[config.mk]
export PLATFORM = sky130hd
export DESIGN_NAME = capture_controller
export DESIGN_NICKNAME = d
export VERILOG_FILES = /design/src/rtl/capture_controller.sv
export SDC_FILE = /design/constraint.sdc
export NUM_CORES = 1
export LEC_CHECK = 0
export BUFFER_PORTS_ARGS = -buffer_cell sky130_fd_sc_hd__buf_2
export CAP_MARGIN = 40
export CORE_ASPECT_RATIO = 1.4
export CORE_UTILIZATION = 45
export CTS_CLUSTER_DIAMETER = 30
export DETAILED_ROUTE_END_ITERATION = 10
export PLACE_DENSITY = 0.66
export RECOVER_POWER = 100
export SLEW_MARGIN = 20
export SYNTH_ARGS = -nofsm -noshare
export SYNTH_HDL_FRONTEND = slang
export SYNTH_SLANG_ARGS = --single-unit
export TNS_END_PERCENT = 30
[constraint.sdc]
create_clock -name clock -period 3.4 [get_ports clock]
set_input_delay 0.17 -clock clock [delete_from_list [all_inputs] [get_ports clock]]
set_output_delay 0.17 -clock clock [all_outputs]
set_load 0.02 [all_outputs]
[src/rtl/capture_controller.sv]
// Logic analyzer capture controller: command execution, triggered capture
// into sample RAM, and newest-first readout / device ID to the UART TX.
module capture_controller #(
    parameter int ADDR_WIDTH = 12,
    parameter int DIV_WIDTH  = 24
) (
    input  logic                  clock,
    input  logic                  reset,
    input  logic                  cmd_recieved,
    input  logic [7:0]            opcode,
    input  logic [31:0]           command,
    input  logic [7:0]            sample_in,
    output logic                  mem_we,
    output logic [ADDR_WIDTH-1:0] mem_addr,
    output logic [7:0]            mem_wdata,
    input  logic [7:0]            mem_rdata,
    output logic [7:0]            tx_data,
    output logic                  tx_valid,
    input  logic                  tx_ready,
    output logic                  armed,
    output logic                  triggered,
    output logic                  busy
);

    typedef enum logic [2:0] {
        S_IDLE,
        S_SEND_ID,
        S_ARMED,
        S_TRIGGERED,
        S_RD_ISSUE,
        S_RD_WAIT,
        S_RD_SEND
    } state_t;

    localparam logic [7:0] OP_RESET = 8'h00;
    localparam logic [7:0] OP_ARM   = 8'h01;
    localparam logic [7:0] OP_ID    = 8'h02;
    localparam logic [7:0] OP_MASK  = 8'hC0;
    localparam logic [7:0] OP_VALUE = 8'hC1;
    localparam logic [7:0] OP_DIV   = 8'h80;
    localparam logic [7:0] OP_CNT   = 8'h81;

    state_t                r_state;
    logic [7:0]            r_trig_mask;
    logic [7:0]            r_trig_value;
    logic [DIV_WIDTH-1:0]  r_divider;
    logic [DIV_WIDTH-1:0]  r_div_cnt;
    logic [15:0]           r_read_count;
    logic [15:0]           r_delay_count;
    logic [15:0]           r_dly_cnt;
    logic [15:0]           r_rd_left;
    logic [ADDR_WIDTH-1:0] r_wr_ptr;
    logic [ADDR_WIDTH-1:0] r_rd_ptr;
    logic [1:0]            r_id_idx;
    logic [7:0]            r_tx_data;
    logic                  r_tx_valid;

    logic        w_tick;
    logic        w_capture;
    logic        w_we;
    logic        w_match;
    logic        w_reset_cmd;
    logic [15:0] w_dly_next;
    logic [7:0]  w_id_byte;

    assign w_tick      = (r_div_cnt == r_divider);
    assign w_capture   = (r_state == S_ARMED) || (r_state == S_TRIGGERED);
    assign w_we        = w_capture && w_tick;
    assign w_match     = ((sample_in ^ r_trig_value) & r_trig_mask) == 8'h00;
    assign w_reset_cmd = cmd_recieved && (opcode == OP_RESET);
    assign w_dly_next  = r_dly_cnt + 16'd1;

    always_comb begin
        w_id_byte = 8'h31;
        case (r_id_idx)
            2'd0:    w_id_byte = 8'h31;
            2'd1:    w_id_byte = 8'h41;
            2'd2:    w_id_byte = 8'h4C;
            default: w_id_byte = 8'h53;
        endcase
    end

    // Capture and readout share one RAM port.
    assign mem_we    = w_we;
    assign mem_addr  = w_capture ? r_wr_ptr : r_rd_ptr;
    assign mem_wdata = w_we ? sample_in : 8'h00;
    assign tx_data   = r_tx_data;
    assign tx_valid  = r_tx_valid;
    assign armed     = (r_state == S_ARMED);
    assign triggered = (r_state == S_TRIGGERED);
    assign busy      = (r_state != S_IDLE);

    always_ff @(posedge clock or negedge reset) begin
        if (!reset) begin
            r_state       <= S_IDLE;
            r_trig_mask   <= '0;
            r_trig_value  <= '0;
            r_divider     <= '0;
            r_div_cnt     <= '0;
            r_read_count  <= '0;
            r_delay_count <= '0;
            r_dly_cnt     <= '0;
            r_rd_left     <= '0;
            r_wr_ptr      <= '0;
            r_rd_ptr      <= '0;
            r_id_idx      <= '0;
            r_tx_data     <= '0;
            r_tx_valid    <= 1'b0;
        end else begin
            r_div_cnt <= w_tick ? '0 : r_div_cnt + 1'b1;
            if (w_we) begin
                r_wr_ptr <= r_wr_ptr + 1'b1;
            end
            if (w_reset_cmd) begin
                r_state    <= S_IDLE;
                r_tx_valid <= 1'b0;
            end else begin
                case (r_state)
                    S_IDLE: begin
                        if (cmd_recieved) begin
                            case (opcode)
                                OP_ARM: begin
                                    r_wr_ptr  <= '0;
                                    r_div_cnt <= '0;
                                    r_dly_cnt <= '0;
                                    r_state   <= S_ARMED;
                                end
                                OP_ID: begin
                                    r_id_idx   <= 2'd0;
                                    r_tx_data  <= 8'h31;
                                    r_tx_valid <= 1'b1;
                                    r_state    <= S_SEND_ID;
                                end
                                OP_MASK:  r_trig_mask  <= command[7:0];
                                OP_VALUE: r_trig_value <= command[7:0];
                                OP_DIV:   r_divider    <= command[DIV_WIDTH-1:0];
                                OP_CNT: begin
                                    r_read_count  <= command[31:16];
                                    r_delay_count <= command[15:0];
                                end
                                default: ;
                            endcase
                        end
                    end
                    S_SEND_ID: begin
                        if (r_tx_valid) begin
                            if (tx_ready) begin
                                r_tx_valid <= 1'b0;
                                if (r_id_idx == 2'd3) begin
                                    r_state <= S_IDLE;
                                end else begin
                                    r_id_idx <= r_id_idx + 2'd1;
                                end
                            end
                        end else begin
                            r_tx_data  <= w_id_byte;
                            r_tx_valid <= 1'b1;
                        end
                    end
                    S_ARMED: begin
                        if (w_tick && w_match) begin
                            if (r_delay_count == 16'd0) begin
                                r_rd_ptr  <= r_wr_ptr;
                                r_rd_left <= r_read_count;
                                r_state   <= S_RD_ISSUE;
                            end else begin
                                r_state <= S_TRIGGERED;
                            end
                        end
                    end
                    S_TRIGGERED: begin
                        if (w_tick) begin
                            r_dly_cnt <= w_dly_next;
                            if (w_dly_next == r_delay_count) begin
                                r_rd_ptr  <= r_wr_ptr;
                                r_rd_left <= r_read_count;
                                r_state   <= S_RD_ISSUE;
                            end
                        end
                    end
                    S_RD_ISSUE: begin
                        r_state <= (r_rd_left == 16'd0) ? S_IDLE : S_RD_WAIT;
                    end
                    S_RD_WAIT: begin
                        r_tx_data  <= mem_rdata;
                        r_tx_valid <= 1'b1;
                        r_state    <= S_RD_SEND;
                    end
                    S_RD_SEND: begin
                        if (tx_ready) begin
                            r_tx_valid <= 1'b0;
                            r_rd_ptr   <= r_rd_ptr - 1'b1;
                            r_rd_left  <= r_rd_left - 16'd1;
                            r_state    <= S_RD_ISSUE;
                        end
                    end
                    default: r_state <= S_IDLE;
                endcase
            end
        end
    end

endmodule

Yosys cells after proc, flatten, opt, wreduce, memory -nomap -nowiden

Index checks and enable logic that the tools add are counted.

Word-level logic and storage cells: 147
Input bits: 60
Register bits: 166
Output and inout bits: 33

Bitwise logic cells: 3
Reductions and logical operators: 26
Multiplexer cells: 59
Eq/ne operators: 39
Add/subtract/negate cells: 6

Operators by type and width:

| cell                  | number |
|---|---|
| $mux 12               | 11 |
| $mux 16               | 8 |
| $mux 24               | 5 |
| $pmux 16 s3           | 1 |
| $pmux 12 s3           | 1 |
| $mux 3                | 11 |
| $eq 8x8->1 const B    | 4 |
| $logic_not 16->1      | 2 |
| $mux 8                | 4 |
| $pmux 16 s2           | 1 |
| $add 24x1->24 const B | 1 |
| $eq 24x24->1          | 1 |
| $pmux 8 s3            | 1 |
| $pmux 3 s7            | 1 |
| $pmux 7 s3            | 1 |
| $reduce_and 4->1      | 5 |
| $add 16x1->16 const B | 1 |
| $eq 16x16->1          | 1 |
| $logic_not 8->1       | 2 |
| $sub 16x1->16 const B | 1 |
| $ne 3x3->1 const B    | 5 |
| $reduce_and 7->1      | 2 |
| $add 12x1->12 const B | 1 |
| $ne 2x1->1 const B    | 6 |
| other kinds (30)      | 56 |

Longest topological paths before layout

Gate-level depths: netlist (run 1).

Depth after elaboration: 8
Gate-level depth with buffers: 12
Gate-level depth less buffers: 9

Worst setup path after synthesis (run 1)

Ideal clock, no wire load.

Path kind: flip-flop to flip-flop
Start point: register r_dly_cnt[0]
End point: register r_state[0]
Cell stages (with the launch flop): 10
Data arrival time: 2,564 ps
Path slack: 709 ps
Clock period less this slack: 2,691 ps
Path buffers: 0
Library setup time: 128 ps
Data required time: 3,272 ps
Cell sequence: dfrtp_1 > ha_1 > nand3_1 > nor4_4 > a21oi_1 > or4_1 > and4bb_1 > o21ai_1 > a211oi_4 > mux2_1

Word-level cells in the longest chain between the ends: 4

RTL lines:

| item                              | RTL line | source |
|---|---|---|
| start: declaration                | 50       | `logic [15:0] r_dly_cnt;` |
| start signal: assignment          | 173      | `r_dly_cnt <= w_dly_next;` |
| $add 16x1->16                     | 71       | `assign w_dly_next = r_dly_cnt + 16'd1;` |
| $eq 16x16->1                      | 174      | `if (w_dly_next == r_delay_count) begin` |
| $ne 3x1->1 (no source line)       | -        |  |
| $reduce_and 9->1 (no source line) | -        |  |
| end signal: assignment            | 182      | `r_state <= (r_rd_left == 16'd0) ? S_IDLE : S_RD_WAIT;` |
| end: declaration                  | 43       | `state_t r_state;` |

Every way passes these cells.
A chain may end at the register's enable or synchronous reset.

Final worst setup path (run 1)

Start point: register r_div_cnt[2]
End point: output port mem_wdata[7]

Word-level cells in the longest chain between the ends: 3

RTL lines:

| item                     | RTL line | source |
|---|---|---|
| start: declaration       | 47       | `logic [DIV_WIDTH-1:0] r_div_cnt;` |
| start signal: assignment | 110      | `r_div_cnt <= w_tick ? '0 : r_div_cnt + 1'b1;` |
| $eq 24x24->1             | 66       | `assign w_tick = (r_div_cnt == r_divider);` |
| $logic_and 1x1->1        | 68       | `assign w_we = w_capture && w_tick;` |
| $mux 8                   | 86       | `assign mem_wdata = w_we ? sample_in : 8'h00;` |
| end: declaration         | 15       | `output logic [7:0] mem_wdata,` |

Every way passes these cells.

==> impl_metrics.csv, run 1 <==
group,metric,value,unit
clock_tree,cts_buffer_depth,2,
global_route,overflow,0,
run_status,outcome,"complete, no violations",
timing,hold_viol_final,0,
worst_setup_path,crit_chain,"xor2_1 > nor4_1 > nand4_1 > nor3_1 > clkbuf_1 > and2_1 > clkbuf_1",
timing,drv_slew,0,
logic_synthesis,synth.most_common_cell,"dfrtp_1",
global_route,grt_start_max_net_pins,87,
clock_tree,cts.sinks,166,
worst_setup_path,required,3230,ps
logic_synthesis,syn_area,8950,um2
timing,worst_pin_slew,1410,ps
timing,period_share,0.912,
detailed_routing,drt_iter0_markers,432,
finish,final_nets,1094,
worst_setup_path,crit_slowest_cell,"clkbuf_1",
logic_synthesis,ys_seq_area_frac,0.464,
clock_tree,cts_made_buffers,17,
floorplanning,die_h,169,um
logic_synthesis,synth_enable_flop_cells,0,
global_route,antenna_found_initial,0,
worst_setup_path,cp_data_arrival_time,2930,ps
timing,max_freq,322,MHz
worst_setup_path,cp-start-kind,"flop",
logic_synthesis,yosysTopAreaCellShare,0.464,
timing,slew_headroom,0.0625,
timing,setup_viol,0,
clock_tree,clk_pin_slew_worst_paths,70,ps
detailed_routing,drc,0,
logic_synthesis,synthTopCellsByCount,"dfrtp_1 (166), nor2_1 (114), mux2_2 (74)",
worst_setup_path,worst-setup-path-type,"flop to primary output",
worst_setup_path,cp_slowest_stage_delay,520,ps
floorplanning,num_rows,60,
hold_path,min_path_type,"primary input to flop",
detailed_routing,vias,7223,
logic_synthesis,yosys_warnings,0,
timing,fin_skew,9.71,ps
timing,finalWorstSetupSlack,299,ps
logic_synthesis,ys.flop_type,"dfrtp_1",
worst_setup_path,crit_buf_inv,2,
logic_synthesis,ys_ff_latch,166,
place,dp_hpwl,15.7,mm
finish,layout-drive-gt1-share,0.187,
logic_synthesis,syn_area_per_cell,9.76,um2
worst_setup_path,cp-end-kind,"primary output",
clock_tree,cts_tree,"done",
logic_synthesis,netlist_top_cells_area,"dfrtp_1 (46%), mux2_2 (9.3%), xor2_1 (6.2%)",
detailed_routing,ant_nets,0,
worst_setup_path,crit_fanout,13,
detailed_routing,viasPerCell,5.63,
worst_setup_path,crit_path_frequent_cell,"clkbuf_1",
finish,fillers,1783,
place,globalplace.congestion,0.889,
clock_tree,cts_htree_levels,4,
floorplanning,dieArea,20500,um2
place,io_buffers,92,
clock_tree,post_cts.repair.setup_buffers,0,
timing,rsz0062_at_grt,"false",
power_and_ir_drop,pwr_density_cell,669,nW/um2
logic_synthesis,async_flop_share,1.00,
global_route,grtUsageTotal,0.230,
finish,multiInputGateArea,4520,um2
power_and_ir_drop,max-vdd-ir-drop,401,uV
power_and_ir_drop,power.leakage,4.91,nW
logic_synthesis,synthesis.nets,988,
finish,area.sequential,4150,um2
timing,totalNegativeSetupSlack,0,ps
run,drv_cap,0,
worst_setup_path,crit_family,"simple AND/OR/NAND/NOR gates",
finish,n_antenna_cell,0,
detailed_routing,drt_pass1_iterations,5,
detailed_routing,routed_wl,22.2,mm
clock_tree,clock_latency,430,ps
global_route,grt_first_pass_wirelength,36.7,mm
floorplanning,ios,93,
place,pre_cts_ws,319,ps
global_route,grt_pass1_vias,7148,
floorplanning,start_util,0.462,
floorplanning,core-area,19400,um2
detailed_routing,avgRoutedWirePerCell,17.3,um
clock_tree,cts_root_buffer,"clkbuf_16",
timing,final.min_clock_period,3100,ps
logic_synthesis,synth.distinct_cells,67,
logic_synthesis,yosys.area.top_type,"dfrtp_1",
floorplanning,fp.dieW,121,um
logic_synthesis,syn_inst,917,
finish,synthToLayoutAreaGrowth,16.0,%
-- cells in the final DEF (no fill, tap or decap), types with 6 or more instances in the layout --
cell type      instances
o22ai_1                6
and3_1                16
a21oi_1               40
or3_1                  7
inv_1                 23
nor4_1                14
and2_1                 8
nand4_1               11
nand2_1               72
nand3_1               32
nor2_1               113
ha_1                  11
a22oi_1                7
xor2_1                63
o21ai_0               53
o22a_1                13
buf_4                  8
dlygate4sd3_1         19
mux2_2                73
clkbuf_16             17
xnor2_1               19
dfrtp_1              166
nor3_1                24
buf_2                 61
o21ai_1               10
clkbuf_1              39
inv_6                  6
a31oi_1               14
-- state kept, by name, indices dropped and copies added (netlist names) --
| name | cells |
|---|---|
| r_dly_cnt | 16 |
| r_rd_ptr | 12 |
| r_divider | 24 |
| r_div_cnt | 24 |
| r_wr_ptr | 12 |
| r_delay_count | 16 |
| r_trig_value | 8 |
| tx_data | 8 |
| r_state | 3 |
| r_rd_left | 16 |
| r_read_count | 16 |
| tx_valid | 1 |
| r_id_idx | 2 |
| r_trig_mask | 8 |
-- through the flow --
stage | hold slack [ps] | util | power, mW | instance area [um2] | instances
3_3_place_gp | 298 | 0.501 | 5.16 | 9700 | 1231
3_5_place_dp | 296 | 0.502 | 5.22 | 9720 | 1232
4_1_cts | 1.27 | 0.539 | 7.06 | 10400 | 1282
2_1_floorplan | -126 | - | 4.43 | 8950 | 917
6_report | 6.02 | 0.536 | 6.95 | 10400 | 1284
5_1_grt | 1.27 | 0.536 | 7.40 | 10400 | 1284
-- area by class of cell --
cell class | count | share of cell area
Clock buffer | 17 | 0.0410
Clock inverter | 15 | 0.0116
Inverter | 24 | 0.00868
Multi-Input combinational cell | 682 | 0.436
Sequential cell | 166 | 0.400
Tap cell | 248 | 0.0299
Timing Repair Buffer | 132 | 0.0731
-- cell families (layout without fill, tap and decap cells) --
family,after synthesis,in the layout,synth area share
AOI/OAI and AO/OA,179,179,0.128
xor gates and xnor gates,82,82,0.0802
and+or+nand+nor,333,333,0.183
buffers and inverters,69,188,0.0331
DFF,166,166,0.464
muxes,77,77,0.0966
adders and majority gates,11,11,0.0154
-- routing by layer --
layer | vias up | GRT usage | part of all wire
li1 | 3473 | - | -
met1 | 3540 | 0.292 | 0.43
met2 | 174 | 0.393 | 0.51
met3 | 36 | 0.0408 | 0.038
met4 | 0 | 0.0768 | 0.020
met5 | - | 0 | 0
-- path summary, 6_finish.rpt --
path | endpoint | from | slack [ps] | cells past startpoint
min in group asynchronous | tx_data[3] | reset | 590 | 2
setup / recovery | mem_wdata[7] | r_div_cnt[2] | 300 | 7
max in group asynchronous | r_delay_count[10] | reset | 760 | 4
setup reg to reg | r_state[0] | r_dly_cnt[0] | 310 | 9
hold / removal | r_divider[14] | command[14] | 6 | 2
hold reg to reg | r_dly_cnt[15] | r_dly_cnt[15] | 510 | 1
-- power breakdown --
part	switching (mW)	leakage (nW)	internal [mW]
logic	1.51	2.44	0.890
clock network	0.859	0.273	0.954
registers	0.414	2.20	2.32
-- what timing repair did --
action,in CTS,in global routing
gates resized for setup,0,0
hold buffers,18,1
endpoints found under the hold margin,106,1
(Power assumes the default switching activity.)
==> inputs of run 2 (changes only) <==
--- a/config.mk
+++ b/config.mk
@@ -12,5 +12,6 @@
 export CTS_CLUSTER_DIAMETER = 30
 export DETAILED_ROUTE_END_ITERATION = 10
-export PLACE_DENSITY = 0.66
+export HOLD_SLACK_MARGIN = 0.06
+export PLACE_DENSITY = 0.68
 export RECOVER_POWER = 100
 export SLEW_MARGIN = 20
==> constraint.sdc (replaced) <==
create_clock -name clock -period 3.4 [get_ports clock]
set_input_delay 0.17 -clock clock [delete_from_list [all_inputs] [get_ports clock]]
set_output_delay 0.17 -clock clock [all_outputs]
set_load 0.1 [all_outputs]
==> run 2 against run 1 <==
  * The flow now finishes with violations (capacitance limit, slew limit)
  * Global-route usage rose by 0.14 points
  * Maximum frequency is 2.7% higher
  * Non-clock buffer count rose by 14
  * Setup slack better by 80 ps
  * First-iteration DRC count increased by 16%
  * Count of clock-buffer cells in the layout stayed put
  * Sequential share of layout area is 1.0 points lower
==> impl_metrics.csv, run 2 (synthesis results as in run 1) <==
group,metric,value,unit
finish,post-route-util,0.550,
timing,finalWorstSetupSlack,379,ps
timing,holdWs,71.6,ps
timing,rsz0062_at_grt,"false",
finish,fillers,1732,
place,io_buffers,92,
clock_tree,cts_made_buffers,17,
detailed_routing,drt_pass1_iterations,6,
run,drv_cap,1,
global_route,overflow,0,
finish,final_nets,1108,
place,dp_hpwl,15.6,mm
worst_setup_path,required,3730,ps
power_and_ir_drop,power.leakage,5.03,nW
global_route,grt_first_pass_wirelength,36.9,mm
finish,synthToLayoutAreaGrowth,19.1,%
finish,final_common_cell,"dfrtp_1",
clock_tree,clock_latency,450,ps
global_route,grtUsageTotal,0.231,
timing,final.min_clock_period,3020,ps
floorplanning,dieArea,20500,um2
timing,worst_pin_slew,1520,ps
detailed_routing,drc,0,
finish,layout-drive-gt1-share,0.190,
clock_tree,cts_tree,"done",
finish,final_cell_area,10700,um2
place,globalplace.congestion,0.884,
timing,period_share,0.889,
floorplanning,ios,93,
floorplanning,fp.dieW,121,um
timing,hold_viol_final,0,
clock_tree,cts_root_buffer,"clkbuf_16",
detailed_routing,drt_iter0_markers,502,
timing,fin_skew,14.4,ps
finish,multiInputGateArea,4510,um2
finish,fin_cells,1298,
detailed_routing,vias,7333,
worst_setup_path,crit_chain,"ha_1 > nand3_1 > nor4_4 > a21oi_1 > or4_1 > and4bb_1 > o21ai_0 > a211oi_4 > mux2_1",
power_and_ir_drop,pwr_density_cell,775,nW/um2
floorplanning,num_rows,60,
detailed_routing,viasPerCell,5.65,
run_status,outcome,"finished, violations left",
worst_setup_path,cp-start-kind,"flop",
finish,final_cell_mix,"dfrtp_1 (166), nor2_1 (113), mux2_2 (74)",
clock_tree,cts_buffer_depth,2,
clock_tree,cts.sinks,166,
finish,reg_top3,"r_div_cnt (24), r_divider (24)",
worst_setup_path,worst-setup-path-type,"flop to flop",
timing,slew_headroom,-0.0102,
finish,n_antenna_cell,0,
worst_setup_path,cp-end-kind,"flop",
place,placed_area,9760,um2
worst_setup_path,crit_slowest_cell,"dfrtp_1",
global_route,antenna_found_initial,0,
hold_path,min_path_type,"primary input to flop",
worst_setup_path,crit_fanout,8,
timing,drv_slew,60,
run_status,violations,"capacitance limit, slew limit",
power_and_ir_drop,max-vdd-ir-drop,407,uV
power_and_ir_drop,finalPower,8.26,mW
global_route,grt_start_max_net_pins,77,
timing,totalNegativeSetupSlack,0,ps
worst_setup_path,cp_slowest_stage_delay,480,ps
timing,setup_viol,0,
clock_tree,cts_resized,0,
floorplanning,core-area,19400,um2
detailed_routing,avgRoutedWirePerCell,17.3,um
worst_setup_path,crit_family,"simple AND/OR/NAND/NOR gates",
detailed_routing,routed_wl,22.5,mm
floorplanning,die_h,169,um
detailed_routing,ant_nets,0,
global_route,grt_pass1_vias,7368,
place,place_inst,1228,
worst_setup_path,cp_data_arrival_time,3350,ps
floorplanning,start_util,0.462,
worst_setup_path,crit_buf_inv,0,
place,pre_cts_ws,367,ps
clock_tree,clk_pin_slew_worst_paths,70,ps
finish,area.sequential,4150,um2
timing,max_freq,331,MHz
clock_tree,cts_htree_levels,4,
-- run 2: changes by cell type in the layout (fill, tap and decap cells not counted), sizes merged --
| cell | before | now |
|---|---|---|
| buf | 71 | 70 |
| clkbuf | 59 | 55 |
| dlygate4sd3 | 19 | 38 |
-- run 2: power by group --
part / switching, mW / internal [mW] / total (mW) / leakage [nW]
clock: 0.951 / 0.994 / 1.94 / 0.291
sequential: 0.425 / 2.32 / 2.74 / 2.20
combinational: 2.67 / 0.913 / 3.58 / 2.55
total: 4.04 / 4.22 / 8.26 / 5.03
-- run 2: what timing repair did --
item	CTS	global route
setup buffers	0	0
hold buffers	38	0
hold endpoints to repair	129	0
-- run 2: worst reg2reg max path, delay by kind of cell (launching register included) --
| family | cells | cell delay [ps] |
|---|---|---|
| simple gates | 4 | 1320 |
| mux | 1 | 350 |
| flops | 1 | 480 |
| compound gates | 3 | 450 |
| fa+ha+maj | 1 | 310 |
-- run 2: layout make-up --
cell class,count,area share
clock buffers,17,0.0399
repair buffers,146,0.0930
well taps,248,0.0291
clock inverters,15,0.0167
flip-flops and latches,166,0.390
inverters,24,0.00845
multi-input cells,682,0.423
-- run 2: final timing paths --
check / startpoint / endpoint / slack (ps) / cells after the start
worst max-delay path: r_dly_cnt[0] / r_state[0] / 380 / 9
worst min-delay path: command[2] / r_divider[2] / 70 / 2
worst max register to register: r_dly_cnt[0] / r_state[0] / 380 / 9
worst min register to register: r_dly_cnt[15] / r_dly_cnt[15] / 510 / 1
max in group asynchronous: reset / r_rd_ptr[2] / 900 / 3
min in group asynchronous: reset / r_trig_mask[3] / 630 / 2
-- run 2: routing by layer --
metal  wire length, um  track usage  part of all wire
met1              9600        0.283              0.43
met2             11500        0.394              0.51
met3               690       0.0394             0.031
met4               757        0.108             0.034
met5                 0            0                 0
==> inputs of run 3 (changes only) <==
HOLD_SLACK_MARGIN = 0.02   (was 0.06)
PLACE_DENSITY = not set   (was 0.68)
PLACE_DENSITY_LB_ADDON = 0.3   (was not set)
REMOVE_ABC_BUFFERS = 1   (was not set)
==> run 3 against run 2 <==
  * The run still ends with capacitance limit, slew limit left
  * Die area did not move
  * Clock power fell by 6%
  * Cell count fell by 0.62%
  * Clock skew fell by 4.9 ps
  * Utilization fell by 0.96 points
  * Maximum frequency fell by 5.4%
  * Via count fell by 1.2%
  * Setup slack got worse by 170 ps
  * Global-route usage fell by 1.2 points
  * Register-to-register slack got worse by 70 ps
  * Critical path depth fell by 2
  * Highest routed layer unchanged
==> impl_metrics.csv, run 3 (synthesis results as in run 1) <==
group,metric,value,unit
run_status,violations,"capacitance limit, slew limit",
power_and_ir_drop,power.leakage,4.97,nW
detailed_routing,ant_nets,0,
global_route,antenna_found_initial,0,
worst_setup_path,required,3230,ps
run_status,outcome,"finished, violations left",
global_route,grt_pass1_vias,7016,
detailed_routing,route.layer.met1.wl,9.32,mm
worst_setup_path,crit_fanout,11,
timing,hold_viol_final,0,
detailed_routing,drc,0,
timing,fin_skew,9.52,ps
clock_tree,cts.sinks,166,
place,dp_hpwl,15.3,mm
detailed_routing,met3_length,740,um
global_route,grt_start_max_net_pins,80,
floorplanning,fp.dieW,121,um
worst_setup_path,worst-setup-path-type,"flop to primary output",
clock_tree,cts_tree,"done",
floorplanning,die_h,169,um
detailed_routing,wl_met2,10.9,mm
timing,max_freq,313,MHz
worst_setup_path,cp_data_arrival_time,3020,ps
timing,rsz0062_at_grt,"false",
floorplanning,num_rows,60,
clock_tree,cts_made_buffers,17,
clock_tree,cts_buffer_depth,2,
worst_setup_path,crit_family,"simple AND/OR/NAND/NOR gates",
finish,reg_top3,"r_div_cnt (24), r_divider (24)",
finish,layout-drive-gt1-share,0.195,
worst_setup_path,cp-start-kind,"flop",
detailed_routing,avgRoutedWirePerCell,16.7,um
hold_path,min_path_type,"primary input to flop",
detailed_routing,routed_wl,21.5,mm
clock_tree,postCtsHoldBufs,26,
finish,synthToLayoutAreaGrowth,17.0,%
finish,final_common_cell,"dfrtp_1",
power_and_ir_drop,pwr_density_cell,777,nW/um2
worst_setup_path,crit_slowest_cell,"nor3_2",
worst_setup_path,crit_buf_inv,2,
clock_tree,cts_resized,0,
detailed_routing,drt_pass1_iterations,5,
timing,worst_pin_slew,2000,ps
clock_tree,clk_pin_slew_worst_paths,60,ps
place,globalplace.congestion,0.852,
global_route,overflow,0,
clock_tree,cts_htree_levels,4,
global_route,grt_first_pass_wirelength,34.8,mm
finish,final_cell_mix,"dfrtp_1 (166), nor2_1 (113), mux2_2 (74)",
worst_setup_path,crit_chain,"xor2_1 > nor4_1 > nand4_1 > nor3_2 > buf_4 > and2_1 > buf_2",
timing,period_share,0.939,
timing,drv_slew,80,
power_and_ir_drop,finalPower,8.14,mW
detailed_routing,vias,7244,
timing,slew_headroom,-0.336,
floorplanning,ios,93,
power_and_ir_drop,max-vdd-ir-drop,559,uV
timing,totalNegativeSetupSlack,0,ps
worst_setup_path,cp-end-kind,"primary output",
clock_tree,clock_latency,440,ps
floorplanning,start_util,0.462,
finish,final_nets,1100,
detailed_routing,viasPerCell,5.62,
clock_tree,cts_root_buffer,"clkbuf_16",
floorplanning,core-area,19400,um2
finish,multiInputGateArea,4530,um2
run,drv_cap,1,
finish,fillers,1761,
finish,post-route-util,0.541,
worst_setup_path,cp_slowest_stage_delay,550,ps
detailed_routing,highest_layer,"met4",
timing,final.min_clock_period,3190,ps
timing,setup_viol,0,
finish,area.sequential,4150,um2
clock_tree,post_cts.repair.setup_buffers,0,
global_route,grtUsageTotal,0.219,
detailed_routing,drt_iter0_markers,434,
floorplanning,dieArea,20500,um2
place,io_buffers,92,
finish,n_antenna_cell,0,
## run 3: changes by cell type in the layout (fill, tap and decap cells not counted), sizes merged
cell / delta
buf: +6
bufinv: +1
clkbuf: +3
clkinv: -2
clkinvlp: +2
dlygate4sd3: -12
inv: -6
## run 3: per-stage QoR
stage                     hold slack [ps]  std cells  instance area (um2)  setup WS (ps)
after floorplan                      -126        872                 8750          -1410
after global placement                263       1231                 9720            385
after detailed placement              263       1232                 9730            355
after CTS                            24.9       1290                10500            205
after global routing                 31.7       1290                10500           30.5
final                                37.9       1290                10500            207
## run 3: report_power, final
part | total (mW) | switching, mW | internal, mW
Clock | 1.83 | 0.796 | 1.03
Combinational | 3.59 | 2.66 | 0.927
Sequential | 2.73 | 0.407 | 2.32
Total | 8.14 | 3.86 | 4.28
## run 3: area by class of cell
| cell class | instances | share of cell area |
|---|---|---|
| Multi-Input combinational cell | 682 | 0.432 |
| Sequential cell | 166 | 0.397 |
| Timing Repair Buffer | 138 | 0.0800 |
| Clock buffer | 22 | 0.0434 |
| Tap cell | 248 | 0.0296 |
| Clock inverter | 10 | 0.00932 |
| Inverter | 24 | 0.00860 |
## run 3: final timing paths
check	startpoint	endpoint	slack, ps	cells after the start
max	r_div_cnt[17]	mem_wdata[7]	210	7
min	command[5]	r_trig_mask[5]	40	2
max reg2reg	r_dly_cnt[0]	r_rd_left[6]	310	10
min reg2reg	r_dly_cnt[15]	r_dly_cnt[15]	510	1
max in group asynchronous	reset	r_dly_cnt[12]	670	3
min in group asynchronous	reset	r_div_cnt[15]	840	2
## run 3: per-layer routing
| metal | up-vias | track usage |
|---|---|---|
| li1 | 3486 | - |
| met4 | 0 | 0.0955 |
| met5 | - | 0 |
| met1 | 3567 | 0.272 |
| met2 | 162 | 0.375 |
| met3 | 29 | 0.0313 |
